[config.mk]
export PLATFORM = sky130hd
export DESIGN_NAME = read_ptr_empty
export DESIGN_NICKNAME = d
export VERILOG_FILES = /design/src/rtl/read_ptr_empty.sv
export SDC_FILE = /design/constraint.sdc
export NUM_CORES = 1
export LEC_CHECK = 0
export ABC_AREA = 1
export CAP_MARGIN = 40
export CORE_MARGIN = 3
export CORE_UTILIZATION = 46
export DETAILED_ROUTE_END_ITERATION = 8
export PLACE_DENSITY = 0.78
export SLEW_MARGIN = 10
export SYNTH_ARGS = -nofsm -noshare
export SYNTH_HDL_FRONTEND = slang
export SYNTH_SLANG_ARGS = --single-unit
[constraint.sdc]
create_clock -name clk -period 2.05 [get_ports clk]
set_clock_uncertainty 0.1 [all_clocks]
set_input_delay 0.205 -clock clk [delete_from_list [all_inputs] [get_ports clk]]
set_output_delay 0.205 -clock clk [all_outputs]
set_load 0.05 [all_outputs]
[src/rtl/read_ptr_empty.sv]
// rtl/read_ptr_empty.sv - read-domain pointer, empty/almost-empty and fill-level stage of the async FIFO
//
// Ports:
//   clk         read-domain clock
//   rst         asynchronous active-low reset
//   read_enable consumer read request, ignored while rempty=1
//   wgry        write-domain Gray pointer (asynchronous to clk)
//   rempty      registered empty flag
//   raempty     registered almost-empty flag (level <= AE_THRESH)
//   rbin        memory read address
//   rgry        registered read Gray pointer, synchronised by the write domain
//   rlevel      registered fill level, 0..2^ADDR_W
module read_ptr_empty #(
  parameter int ADDR_W    = 4,
  parameter int AE_THRESH = 2
) (
  input  logic              clk,
  input  logic              rst,
  input  logic              read_enable,
  input  logic [ADDR_W:0]   wgry,
  output logic              rempty,
  output logic              raempty,
  output logic [ADDR_W-1:0] rbin,
  output logic [ADDR_W:0]   rgry,
  output logic [ADDR_W:0]   rlevel
);

  localparam logic [ADDR_W:0] AE_T = AE_THRESH[ADDR_W:0];

  logic [ADDR_W:0] wq1;
  logic [ADDR_W:0] wq2;
  logic [ADDR_W:0] rptr_bin;
  logic [ADDR_W:0] rbinnext;
  logic [ADDR_W:0] rgraynext;
  logic [ADDR_W:0] wbin_s;
  logic [ADDR_W:0] lvl_next;
  logic            rd_go;

  // A read is only honoured when the FIFO is not (pessimistically) empty,
  // so the pointer can never overtake the synchronised write pointer.
  assign rd_go     = read_enable & ~rempty;
  assign rbinnext  = rptr_bin + {{ADDR_W{1'b0}}, rd_go};
  assign rgraynext = (rbinnext >> 1) ^ rbinnext;

  // Gray-to-binary of the synchronised write pointer: each bit is the XOR
  // of all Gray bits at or above it.
  always_comb begin
    wbin_s = '0;
    wbin_s[ADDR_W] = wq2[ADDR_W];
    for (int i = ADDR_W - 1; i >= 0; i--) begin
      wbin_s[i] = wbin_s[i+1] ^ wq2[i];
    end
  end

  // Modulo 2^(ADDR_W+1) subtraction keeps the level correct across laps.
  assign lvl_next = wbin_s - rbinnext;

  always_ff @(posedge clk or negedge rst) begin
    if (!rst) begin
      wq1      <= '0;
      wq2      <= '0;
      rptr_bin <= '0;
      rgry     <= '0;
      rempty   <= 1'b1;
      raempty  <= 1'b1;
      rlevel   <= '0;
    end else begin
      wq1      <= wgry;
      wq2      <= wq1;
      rptr_bin <= rbinnext;
      rgry     <= rgraynext;
      // Compared against the pre-edge wq2, so the read of the last entry
      // raises rempty on that same edge.
      rempty   <= (rgraynext == wq2);
      raempty  <= (lvl_next <= AE_T);
      rlevel   <= lvl_next;
    end
  end

  assign rbin = rptr_bin[ADDR_W-1:0];

endmodule

==> results of run 1 <==
per-stage QoR:
stage                     setup WS (ns)  utilization, %
after floorplan                 -0.1790               -
after global routing            -0.5450           75.54
after global placement          -0.3151           66.52
after detailed placement        -0.4343           66.52
final                           -0.4491           75.54
after CTS                       -0.2744           72.51
Yosys cell counts:
library cell and instances:
nand2_1 35, dfrtp_1 24, inv_1 17, nand2_2 17
nand3_1 14, ha_1 6, nor2_1 5, nor2_2 4
xor2_1 3, a21oi_1 2, dfstp_2 2, inv_2 2
nand3_2 2, nand4_1 2, buf_4 1, fa_1 1
nand2_4 1, nand3b_1 1, o21ai_2 1, xor2_2 1
critical path, stage by stage, from the launching register on:
cell and delay (ns):
dfrtp_1 0.48, inv_2 0.09, nand2_2 0.09, nand3_2 0.12, nand2_2 0.14, xor2_2 0.18, xor2_1 0.18, ha_2 0.20
inv_2 0.05, fa_2 0.54, inv_1 0.05, nor2_1 0.08, nor2_1 0.05, nand3_1 0.08, nor2_2 0.04
where the power goes:
| group | leakage [nW] | total (mW) | switching [mW] | internal, mW |
|---|---|---|---|---|
| registers | 0.305 | 0.808 | 0.124 | 0.684 |
| clock network | 0.0150 | 0.233 | 0.156 | 0.0766 |
| logic | 0.659 | 2.24 | 1.35 | 0.888 |
| total | 0.979 | 3.28 | 1.63 | 1.65 |
repair_timing:
item                                    CTS  global route
buffers inserted                         13             5
resized for setup                        10            10
pin swaps                                 9             6
endpoints found under the hold margin     0             0
endpoints found under the setup margin    4             6
layout make-up:
class / instances / area, um^2 / share of cell area, %
clock buffer: 4 / 26.28 / 1.355
inverter: 19 / 71.32 / 3.677
multi-input combinational: 95 / 668.1 / 34.45
sequential: 26 / 654.4 / 33.74
tap: 30 / 37.54 / 1.935
timing repair buffer: 56 / 481.7 / 24.84
registers in the layout, indices dropped and copies added, names as in the netlist:
name / flops
rlevel: 5
wq1: 5
rempty: 1
rgry: 5
raempty: 1
wq2: 5
rptr_bin: 4
per-layer routing:
metal	wire length (um)	global-route usage, %	vias to the layer above
li1	-	-	554
met4	84	11.00	0
met2	1699	34.54	36
met1	1286	22.32	533
met3	157	3.922	8
met5	0	0	-
cell families after synthesis:
family                     synth area share (%)
AOI/OAI and AO/OA                         1.454
xor gates and xnor gates                  3.295
adders and majority gates                 7.364
buffers and inverters                     6.105
DFF                                       50.58
and+or+nand+nor                           31.20
worst paths after layout:
check / startpoint / end / depth (start not counted)
max: wq2[4]$_DFF_PN0_ / raempty$_DFF_PN1_ / 14
min: rst / rlevel[2]$_DFF_PN0_ / 2
max reg2reg: wq2[4]$_DFF_PN0_ / raempty$_DFF_PN1_ / 14
min reg2reg: wq1[2]$_DFF_PN0_ / wq2[2]$_DFF_PN0_ / 0
max in group asynchronous: rst / rempty$_DFF_PN1_ / 2
min in group clk: wgry[2] / wq1[2]$_DFF_PN0_ / 1
==> summary.md, run 1 <==
| Metric | Value |
|---|---|
| Run status | finished with violations |
| Failing checks | negative setup slack |
| Die ar. | 3479 um^2 |
| Most common cell after layout, fill and taps aside | buf_4 |
| Max-cap violations | 0 |
| # rows | 18 |
| Least-Margin Pin Slew | just over 0.5 ns |
| Synth Net Count | approximately 160 |
| Fill count | roughly 190 |
| Setup CP Type | reg -> reg |
| Dominant cells by area after synthesis | dfrtp_1 (47%), nand2_1 (10%), nand2_2 (8.2%) |
| Antenna Cells | 0 |
| Hold buffers post-CTS | 0 |
| Min-delay worst type | in -> async |
| Largest net degree at the start of global routing | 27 |
| Total Power | roughly 3.3 mW |
| Fin Setup TNS | -1.905 ns |
| R2r setup slk | -0.45 ns |
| Final worst slack | -0.4491 ns |
| Yosys warnings | 0 |
| DR pass1 iterations | 6 |
| Yosys reg bits | 26 |
| Crit Path Max Fanout | 4 |
| Seq/Total Area, Yosys | 50.58% |
| Post-route ant nets | 0 |
| NumNets Final | ~220 |
| Startpoint Class | register |
| Synth cell types | 20 |
| Clk slew on worst S/H paths | 0.14 ns |
| Leakage power | 0.9790 nW |
| Worst EP arrival | around 2.7 ns |
| Final worst-path cycle share | 121.9% |
| CP Capture Type | register |
| CTS tree | done |
| Antenna violations before repair | 0 |
| RSZ-0062 raised after global routing | true |
| Area after DPL | about 1700 um^2 |
| Final non-filler cell total | between 200 and 250 |
| Max frequency | around 400 MHz |
| Final min period | 2.499 ns |
| Max transition margin | between 60% and 70% |
| Final Cell Area | roughly 1900 um^2 |
| Total CTS buffers | 3 |
| WP data required | 2.23 ns |
| Drt drc | 0 |
| # IOs | 24 |
| Peak supply drop | 0.001470 V |
| DPL Wire Length | 2.024 mm |
| Vias per cell | 4.917 |
| Grt ovf | 0 |
| # setup viols final | 6 |
| Synth top area share | between 40 and 50% |
| Clock buffer depth | 2 |
| Avg Cell Area, Syn | just over 9 um^2 |
| Area Growth Syn to Fin | 50.19% |
| Die Y | just under 60 um |
| Placed cell count | between 200 and 250 |
| Most frequent cells in the layout | buf_4 (33), nand2_1 (30), dfrtp_1 (23) |
| Initial Util | between 50 and 60% |
| Routed WL per cell | between 10 and 15 um |
| Layout cell share with drive strength beyond 1 | approximately 45% |
| Die width | 58.98 um |
| H-tree depth | 1 |
| Cell count after synthesis | around 140 |
| Final hold slack | 0.1287 ns |
| Final weighted congestion in routability-driven placement | slightly above 0.8 |
| CTS sink cnt | 26 |
| Clock Latency Late Sink | 0.33 ns |
| Final WL | roughly 3.2 mm |
| Power Dens Cells | around 1700 nW/um^2 |
| Via count | 1,131 |
| Iteration-0 DRC Markers | 51 |
| Port-buffer cells | 23 |
| Slew Limit Fails | 0 |
| First-pass GRT wire length | a little over 5 mm |
| Number of global-route vias before repair | 1,187 |
| Final hold violations | 0 |
| Post-Syn Area | about 1300 um^2 |
| CTS root buffer | clkbuf_4 |
| Total GRT Usage | just under 20% |
| Core Area | between 2000 and 3000 um^2 |
| Dominant cell type by area after synthesis | dfrtp_1 |
(Power assumes the default switching activity.)
==> run 2: changes to the inputs <==
Settings changed: CORE_ASPECT_RATIO set to 1.4, SLEW_MARGIN 10 to 20.
==> run 2 against run 1 <==
Cell count increased by 0.43%. Count of clock-buffer cells in the layout unchanged. Global-route usage shrank 1.8 points. Register-to-register slack improved by 0.13 ns. Hold slack worse by 0.0023 ns. The run still ends with negative setup slack left. First-iteration DRC count fell by 63%. Via count fell by 3.0%. Sequential share of layout area up 1.5 points. Critical path depth stayed put. Flip-flop and latch count is the same. Critical endpoint unchanged. Fmax increased by 5.6%.
==> summary.md, run 2 (synthesized netlist as in run 1, its figures left out) <==
| Metric | Value |
|---|---|
| Worst Reg-to-Reg Cells | 14 |
| Initial Util | between 40% and 50% |
| Final worst-path cycle share | 115.5% |
| Iteration-0 DRC Markers | 19 |
| Final WL | approximately 2.7 mm |
| Run status | finished with violations |
| DPL Wire Length | between 2 and 2.5 mm |
| Total CTS buffers | 3 |
| Number of global-route vias before repair | between 1,000 and 1,500 |
| Setup CP Type | reg -> reg |
| Routed WL per cell | between 10 and 15 um |
| CTS sink cnt | 26 |
| Most frequent cells in the layout | nand2_1 (32), buf_4 (29), dfrtp_1 (23) |
| Pre-CTS setup slack | -0.4672 ns |
| R2r setup slk | -0.32 ns |
| Least-Margin Pin Slew | approximately 0.5 ns |
| Crit Reg-Reg Startpoint | wq2[4]$_DFF_PN0_ |
| Total GRT Usage | roughly 18% |
| First-pass GRT wire length | 4.671 mm |
| Power Dens Cells | between 1500 and 2000 nW/um^2 |
| Antenna Cells | 0 |
| Slew Limit Fails | 0 |
| Max frequency | 422.4 MHz |
| Min-delay worst type | in -> async |
| Grt ovf | 0 |
| Clock buffer depth | 2 |
| Drt drc | 0 |
| Clk slew on worst S/H paths | 0.13 ns |
| Post-route ant nets | 0 |
| Final min period | between 2 and 2.5 ns |
| # setup viols final | 5 |
| Final weighted congestion in routability-driven placement | 0.8109 |
| Worst R2R End | raempty$_DFF_PN1_ |
| RSZ-0062 raised after global routing | true |
| Area Growth Syn to Fin | 43.80% |
| NumNets Final | 211 |
| H-tree depth | 1 |
| Die width | approximately 51 um |
| Die Y | around 69 um |
| DR pass1 iterations | 4 |
| Final hold violations | 0 |
| Final Core Density | approximately 70% |
| CTS tree | done |
| # rows | 22 |
| Peak supply drop | 0.001100 V |
| Most common cell after layout, fill and taps aside | nand2_1 |
| Final non-filler cell total | roughly 230 |
| Final worst slack | -0.3174 ns |
| Max-cap violations | 0 |
| Failing checks | negative setup slack |
| Startpoint Class | register |
| Worst EP arrival | 2.52 ns |
| Placed cell count | 218 |
| Crit Path Max Fanout | 4 |
| Core Area | approximately 2600 um^2 |
| Vias per cell | about 4.7 |
| Die ar. | roughly 3500 um^2 |
| Leakage power | between 0.9 and 1 nW |
| Hold buffers post-CTS | 0 |
| WP data required | between 2 and 2.5 ns |
| Largest net degree at the start of global routing | 27 |
| # IOs | 24 |
| Antenna violations before repair | 0 |
| Port-buffer cells | 23 |
| CP Capture Type | register |
| Max transition margin | 66.52% |
| Via count | roughly 1,100 |
| CTS root buffer | clkbuf_4 |
| Layout cell share with drive strength beyond 1 | between 30% and 40% |
| Clock Latency Late Sink | 0.32 ns |
-- run 2: metrics by stage --
stage | hold WS (ns) | TNS [ns] | cell area [um^2] | total power, mW
floorplan | -0.1906 | -0.3654 | 1315 | 2.129
global placement | 0.2323 | -1.100 | 1723 | 2.749
detailed placement | 0.2365 | -1.918 | 1723 | 2.818
CTS | 0.1332 | -0.7326 | 1804 | 3.087
global route | 0.1365 | -1.487 | 1857 | 3.348
finish | 0.1264 | -0.9456 | 1857 | 3.106
-- run 2: per-layer routing --
layer  part of all wire (%)  track usage (%)  up-vias
met5                      0                0        -
met2                     56            34.64       30
met1                     38            19.21      516
met4                    2.3            9.091        0
met3                    4.1            2.151        9
li1                       -                -      542
-- run 2: repair_timing --
action / in CTS / in global routing
setup buffers: 5 / 4
pin swaps: 4 / 6
setup endpoints to repair: 4 / 7
gates resized for setup: 7 / 5
-- run 2: how the worst max path moves through the flow --
stage | endpoint | depth (start not counted) | from
floorplan | raempty$_DFF_PN1_ | 16 | wq2[4]$_DFF_PN0_
global placement | raempty$_DFF_PN1_ | 15 | read_enable
detailed placement | raempty$_DFF_PN1_ | 15 | read_enable
CTS | raempty$_DFF_PN1_ | 14 | wq2[4]$_DFF_PN0_
global route | raempty$_DFF_PN1_ | 15 | wq2[4]$_DFF_PN0_
finish | raempty$_DFF_PN1_ | 14 | wq2[4]$_DFF_PN0_
-- run 2: area by class of cell --
class | instances | area [um^2]
Multi-Input combinational cell | 95 | 619.3
Fill cell | 213 | 785.8
Sequential cell | 26 | 654.4
Timing Repair Buffer | 51 | 440.4
Inverter | 19 | 71.32
Clock buffer | 4 | 26.28
Tap cell | 36 | 45.04
-- run 2: power breakdown --
part           internal (mW)  total (mW)  switching (mW)
logic                  0.811        2.09            1.28
registers              0.684       0.804           0.121
clock network         0.0760       0.215           0.139
-- run 2: worst max-delay path: stages (launching register included) --
cell and delay, ns:
dfrtp_1 0.44, inv_2 0.10, nand2_2 0.07, nand3_4 0.09, nand2_4 0.07, xor2_2 0.19
xor2_1 0.18, ha_2 0.20, inv_2 0.04, fa_2 0.53, inv_1 0.04, nor2_1 0.08
nor2_1 0.05, nand3_1 0.08, nor2_2 0.04
